$ cat src/rtl/alu_share_arb.sv
// rtl/alu_share_arb.sv - two-requester arbiter and sequencer for one shared ALU
//
// Purpose:
//   Grants one of two requesters, latches its opcode and operands, and drives
//   them onto the shared ALU for one evaluation cycle. It then captures the
//   result and flags and returns them on the granted requester's response
//   channel. Illegal opcodes (0 or above MAX_OPC) skip the ALU. They are
//   answered with rsp_err=1 and zero result and flags.
//
// Configuration:
//   ALU_ARB_RR_EN defined   : round-robin on contention (first contention -> 0)
//   ALU_ARB_RR_EN undefined : fixed priority, requester 0 wins contention
//
// Ports:
//   clk, rst_n                  clock, asynchronous active-low reset
//   req_valid/req_ready [1:0]   request handshake, bit i = requester i
//   req_opcode/req_a/req_b      packed per-requester payload
//   rsp_valid/rsp_ready [1:0]   response handshake, bit i = requester i
//   rsp_result/rsp_flags/rsp_err shared response payload, flags {c,v,n,z}
//   alu_opcode/alu_a/alu_b      drive to the shared ALU (NOOP outside EXEC)
//   alu_result/alu_carry/alu_ovf/alu_neg/alu_zero  ALU outputs

module alu_share_arb #(
  parameter int                DATA_W  = 32,
  parameter int                OPC_W   = 5,
  parameter logic [OPC_W-1:0]  MAX_OPC = 5'b10100
) (
  input  logic                  clk,
  input  logic                  rst_n,
  input  logic [1:0]            req_valid,
  output logic [1:0]            req_ready,
  input  logic [2*OPC_W-1:0]    req_opcode,
  input  logic [2*DATA_W-1:0]   req_a,
  input  logic [2*DATA_W-1:0]   req_b,
  output logic [1:0]            rsp_valid,
  input  logic [1:0]            rsp_ready,
  output logic [DATA_W-1:0]     rsp_result,
  output logic [3:0]            rsp_flags,
  output logic                  rsp_err,
  output logic [OPC_W-1:0]      alu_opcode,
  output logic [DATA_W-1:0]     alu_a,
  output logic [DATA_W-1:0]     alu_b,
  input  logic [DATA_W-1:0]     alu_result,
  input  logic                  alu_carry,
  input  logic                  alu_ovf,
  input  logic                  alu_neg,
  input  logic                  alu_zero
);

  typedef enum logic [1:0] {
    IDLE = 2'b00,
    EXEC = 2'b01,
    RESP = 2'b10
  } state_e;

  state_e              state_q, state_d;
  logic                last_grant_q, last_grant_d;
  logic                gnt_q, gnt_d;
  logic [OPC_W-1:0]    opc_q, opc_d;
  logic [DATA_W-1:0]   a_q, a_d;
  logic [DATA_W-1:0]   b_q, b_d;
  logic [DATA_W-1:0]   res_q, res_d;
  logic [3:0]          flags_q, flags_d;
  logic                err_q, err_d;

  logic                grant_sel;
  logic                accept;
  logic [OPC_W-1:0]    sel_opc;
  logic [DATA_W-1:0]   sel_a;
  logic [DATA_W-1:0]   sel_b;
  logic                sel_legal;

  // With no request pending, grant_sel just repeats last_grant_q. It is
  // never used in that case because nothing is accepted.
  always_comb begin
    grant_sel = last_grant_q;
    case (req_valid)
      2'b01: grant_sel = 1'b0;
      2'b10: grant_sel = 1'b1;
`ifdef ALU_ARB_RR_EN
      2'b11: grant_sel = ~last_grant_q;
`else
      2'b11: grant_sel = 1'b0;
`endif
      default: grant_sel = last_grant_q;
    endcase
  end

  assign accept    = (state_q == IDLE) && (|req_valid);
  assign sel_opc   = grant_sel ? req_opcode[OPC_W +: OPC_W] : req_opcode[0 +: OPC_W];
  assign sel_a     = grant_sel ? req_a[DATA_W +: DATA_W]    : req_a[0 +: DATA_W];
  assign sel_b     = grant_sel ? req_b[DATA_W +: DATA_W]    : req_b[0 +: DATA_W];
  assign sel_legal = (sel_opc != '0) && (sel_opc <= MAX_OPC);

  always_comb begin
    state_d      = state_q;
    last_grant_d = last_grant_q;
    gnt_d        = gnt_q;
    opc_d        = opc_q;
    a_d          = a_q;
    b_d          = b_q;
    res_d        = res_q;
    flags_d      = flags_q;
    err_d        = err_q;
    case (state_q)
      IDLE: begin
        if (accept) begin
          gnt_d        = grant_sel;
          last_grant_d = grant_sel;
          opc_d        = sel_opc;
          a_d          = sel_a;
          b_d          = sel_b;
          if (sel_legal) begin
            state_d = EXEC;
          end else begin
            // Rejected without touching the ALU.
            res_d   = '0;
            flags_d = 4'b0000;
            err_d   = 1'b1;
            state_d = RESP;
          end
        end
      end
      EXEC: begin
        res_d   = alu_result;
        flags_d = {alu_carry, alu_ovf, alu_neg, alu_zero};
        err_d   = 1'b0;
        state_d = RESP;
      end
      RESP: begin
        // Only the granted requester's ready can complete the response.
        if (rsp_ready[gnt_q]) begin
          state_d = IDLE;
        end
      end
      default: state_d = IDLE;
    endcase
  end

  always_ff @(posedge clk or negedge rst_n) begin
    if (!rst_n) begin
      state_q      <= IDLE;
      last_grant_q <= 1'b1;
      gnt_q        <= 1'b0;
      opc_q        <= '0;
      a_q          <= '0;
      b_q          <= '0;
      res_q        <= '0;
      flags_q      <= 4'b0000;
      err_q        <= 1'b0;
    end else begin
      state_q      <= state_d;
      last_grant_q <= last_grant_d;
      gnt_q        <= gnt_d;
      opc_q        <= opc_d;
      a_q          <= a_d;
      b_q          <= b_d;
      res_q        <= res_d;
      flags_q      <= flags_d;
      err_q        <= err_d;
    end
  end

  assign req_ready  = accept ? (grant_sel ? 2'b10 : 2'b01) : 2'b00;
  assign rsp_valid  = (state_q == RESP) ? (gnt_q ? 2'b10 : 2'b01) : 2'b00;
  assign rsp_result = res_q;
  assign rsp_flags  = flags_q;
  assign rsp_err    = err_q;

  // Operands stay on the ALU inputs between ops. The opcode is NOOP outside EXEC.
  assign alu_opcode = (state_q == EXEC) ? opc_q : '0;
  assign alu_a      = a_q;
  assign alu_b      = b_q;

endmodule

$ cat config.mk
export PLATFORM = sky130hd
export DESIGN_NAME = alu_share_arb
export DESIGN_NICKNAME = d
export VERILOG_FILES = /design/src/rtl/alu_share_arb.sv
export SDC_FILE = /design/constraint.sdc
export NUM_CORES = 1
export LEC_CHECK = 0
export BUFFER_PORTS_ARGS = -buffer_cell sky130_fd_sc_hd__buf_2
export CAP_MARGIN = 15
export CELL_PAD_IN_SITES_DETAIL_PLACEMENT = 0
export CELL_PAD_IN_SITES_GLOBAL_PLACEMENT = 1
export CORE_ASPECT_RATIO = 1.4
export CORE_MARGIN = 10
export CORE_UTILIZATION = 33
export CTS_BUF_LIST = sky130_fd_sc_hd__clkbuf_2
export CTS_CLUSTER_DIAMETER = 30
export DETAILED_ROUTE_END_ITERATION = 12
export PLACE_DENSITY_LB_ADDON = 0.1
export SYNTH_ARGS = -nofsm -noshare
export SYNTH_HDL_FRONTEND = slang
export SYNTH_SLANG_ARGS = --single-unit
$ cat constraint.sdc
create_clock -name clk -period 2.05 [get_ports clk]
set_clock_uncertainty 0.05 [all_clocks]
set_input_delay 0.205 -clock clk [delete_from_list [all_inputs] [get_ports clk]]
set_output_delay 0.205 -clock clk [all_outputs]
set_load 0.005 [all_outputs]
==> results.py <==
metrics = {
    "timing": {
        "fin_crit_ps": 1980,
        "setup_viol": 0,
        "rsz0062_at_grt": "true",
        "drv_slew": 0,
        "hold_slack_ps": 57.3,
        "max_slew_margin_pct": 26.1,
        "tightest_slew_ps": 1110,
        "period_share_pct": 96.7,
        "hold_viol_final": 0,
        "fmax_mhz": 504,
        "setup_tns_ps": 0,
    },
    "synth": {
        "synth.distinct_cells": 31,
        "synthMuxAreaShare_pct": 13.8,
        "synth_edf_count": 0,
        "synth_compound_area_share_pct": 17.9,
        "synth_top_area_cell": "dfrtp_1",
        "ys_seq_elements": 110,
        "syn_area_mm2": 0.00509,
        "synth_area_leaders": "dfrtp_1 (54%), mux2i_1 (14%), o21ai_0 (7.8%)",
        "synth_ff_type": "dfrtp_1",
        "yosysSeqAreaShare_pct": 54.1,
        "synth_top_family_by_area": "compound AO/OA/AOI/OAI gates",
        "syn_area_per_cell_um2": 10.2,
        "synth-simple-area-share_pct": 10.3,
        "synth_fa_ha_area_share_pct": 0,
        "synthXorXnorAreaFrac_pct": 0,
        "synth_cells": 500,
        "ys_async_sr_fraction_pct": 100,
        "yosysWarnings": 0,
        "yosysTopAreaCellShare_pct": 53.6,
        "syn-num-nets": 680,
    },
    "drt": {
        "drt-total-wl_um": 20300,
        "via_count": 5473,
        "routedWlPerCell_um": 17.4,
        "detail-route-antenna-nets": 0,
        "dr.pass1.iters": 4,
        "drt_iter0_markers": 279,
        "drcViolationCount": 0,
        "vias_per_cell": 4.70,
    },
    "power_and_ir_drop": {
        "powerDensity_mw_per_mm2": 1050,
        "p_total_uw": 9260,
        "peakVddDrop_uv": 489,
        "p_leak_uw": 0.00465,
    },
    "final_layout": {
        "nets": 1143,
        "seq_area_mm2": 0.00276,
        "multi_input_area_mm2": 0.00220,
        "drive_above_1_share_pct": 35.6,
        "fin_area_mm2": 0.00879,
        "area_delta_synth_final_pct": 72.6,
        "stdcell_count": 1164,
        "fillers": 1282,
    },
    "die": {
        "die-area_mm2": 0.0209,
        "design.portCount": 290,
        "core_mm2": 0.0151,
        "fp-row-count": 53,
        "start_util_pct": 33.8,
        "fp.dieH_um": 167,
        "fp.dieW_um": 125,
    },
    "clocking": {
        "clock-sinks": 110,
        "clk_path_buf_depth": 2,
        "cts_buffers": 9,
        "cts_tree": "built",
        "insertion_delay_ps": 540,
        "path_clk_slew_ps": 280,
        "cts_max_level": 3,
        "cts_root_buf": "clkbuf_2",
    },
    "worst_setup_path": {
        "crit_path_end_kind": "register",
        "ff2ff_setup_slack_ps": 100,
        "crit_buf_inv": 2,
        "path_class": "in2reg",
        "cp-startpoint": "req_opcode[9]",
        "rr_startpoint": "last_grant_q$_DFFE_PN1P_",
        "slowest_delay_ps": 1010,
        "worst_setup_path_start_kind": "input pin",
        "cp.required_ps": 2500,
        "worst_path_max_delay_cell": "nor4b_2",
        "critPathArrivalTime_ps": 2430,
        "worstPathCellList": "dlygate4sd3_1 > buf_2 > o21ai_0 > nor4b_2 > o21ai_1 > nand2_1",
        "critPathMaxFanout": 11,
        "cp_top_family": "simple AND/OR/NAND/NOR gates",
    },
    "grt": {
        "grt_usage_pct": 18.9,
        "antenna_found_initial": 5,
        "overflow": 0,
        "grt_pass1_wl_um": 32200,
        "grt_max_degree": 80,
        "grt_pass1_vias": 5992,
    },
    "flow_run": {
        "cap_violations": 0,
    },
    "status": {
        "status": "completed",
    },
    "place": {
        "place_inst": 962,
        "io_buffers": 289,
        "hpwl_um": 13800,
        "place.gp.congestion": 0.736,
        "postPlaceCellArea_mm2": 0.00679,
    },
    "min_path": {
        "hp-class": "in2async",
    },
}
[logic make-up after synthesis]
| group | after synthesis |
|---|---|
| simple gates | 124 |
| mux | 70 |
| flops | 110 |
| compound gates | 157 |
| buf+inv | 39 |
[sequential cells by signal (all words and copies together) (netlist names), 2 cells and up]
name / cells
alu_a: 32
alu_b: 32
rsp_result: 32
opc_q: 5
rsp_flags: 4
state_q: 2
[per-stage QoR]
stage / worst slack, ps / utilization (%)
CTS: -17.3 / 58.1
detailed placement: -470 / 45.1
global route: -56.6 / 58.4
finish: 67.8 / 58.4
floorplan: 436 / -
global placement: -419 / 45.1
[power by group]
group	switching (uW)	leakage, uW	internal, uW	total [uW]
Combinational	2310	0.00325	2100	4400
Clock	670	0.0000652	272	942
Sequential	666	0.00133	3250	3920
[layout by cell type, fill, tap and decap left out, types with 4 or more instances in the layout]
cell type      count
mux2i_1           70
clkbuf_2          10
diode_2            5
dfrtp_1          107
nand2_1          105
buf_2            287
a22oi_1           36
buf_12             4
and2_1             7
o21ai_0           78
dlygate4sd3_1    175
buf_4             18
o21ai_1           29
[final timing paths]
path                                               to  cells after the start
max                        rsp_result[16]$_DFFE_PN0P_                      6
min                              alu_b[1]$_DFFE_PN0P_                      2
max reg2reg                rsp_result[16]$_DFFE_PN0P_                      4
min reg2reg                      alu_b[2]$_DFFE_PN0P_                      2
max in group asynchronous        alu_b[5]$_DFFE_PN0P_                      3
min in group clk               state_q[1]$_DFFE_PN0P_                      4
[synthesized netlist by cell type (2+ instances only)]
| cell type | instances |
|---|---|
| mux2i_1 | 70 |
| clkbuf_1 | 15 |
| a22oi_1 | 36 |
| o21ai_1 | 29 |
| nand2_1 | 105 |
| nor2_1 | 4 |
| buf_2 | 17 |
| buf_6 | 3 |
| dfrtp_1 | 109 |
| a21o_1 | 3 |
| o21ai_2 | 2 |
| inv_1 | 2 |
| o21ai_0 | 79 |
| o21a_1 | 2 |
| and2_1 | 7 |
| o22ai_1 | 2 |
[timing repair]
item	in CTS	in global routing
gates cloned	2	0
pin swaps	2	1
endpoints found under the setup margin	42	23
resized for setup	9	8
endpoints found under the hold margin	214	0
hold buffers	175	0
buffers inserted	4	2
[routing by layer]
layer	GRT usage (%)	part of all wire, %
met5	0	0.064
met4	9.04	4.0
met3	6.67	8.1
met2	32.9	51
met1	19.7	37
[cell type report]
cell class / count / share of cell area, %
antenna: 5 / 0.142
multi-input combinational: 352 / 25.0
tap: 192 / 2.73
sequential: 110 / 31.4
timing repair buffer: 488 / 39.5
clock inverter: 5 / 0.584
clock buffer: 10 / 0.569
inverter: 2 / 0.114
Power figures use the tool's default switching activity.
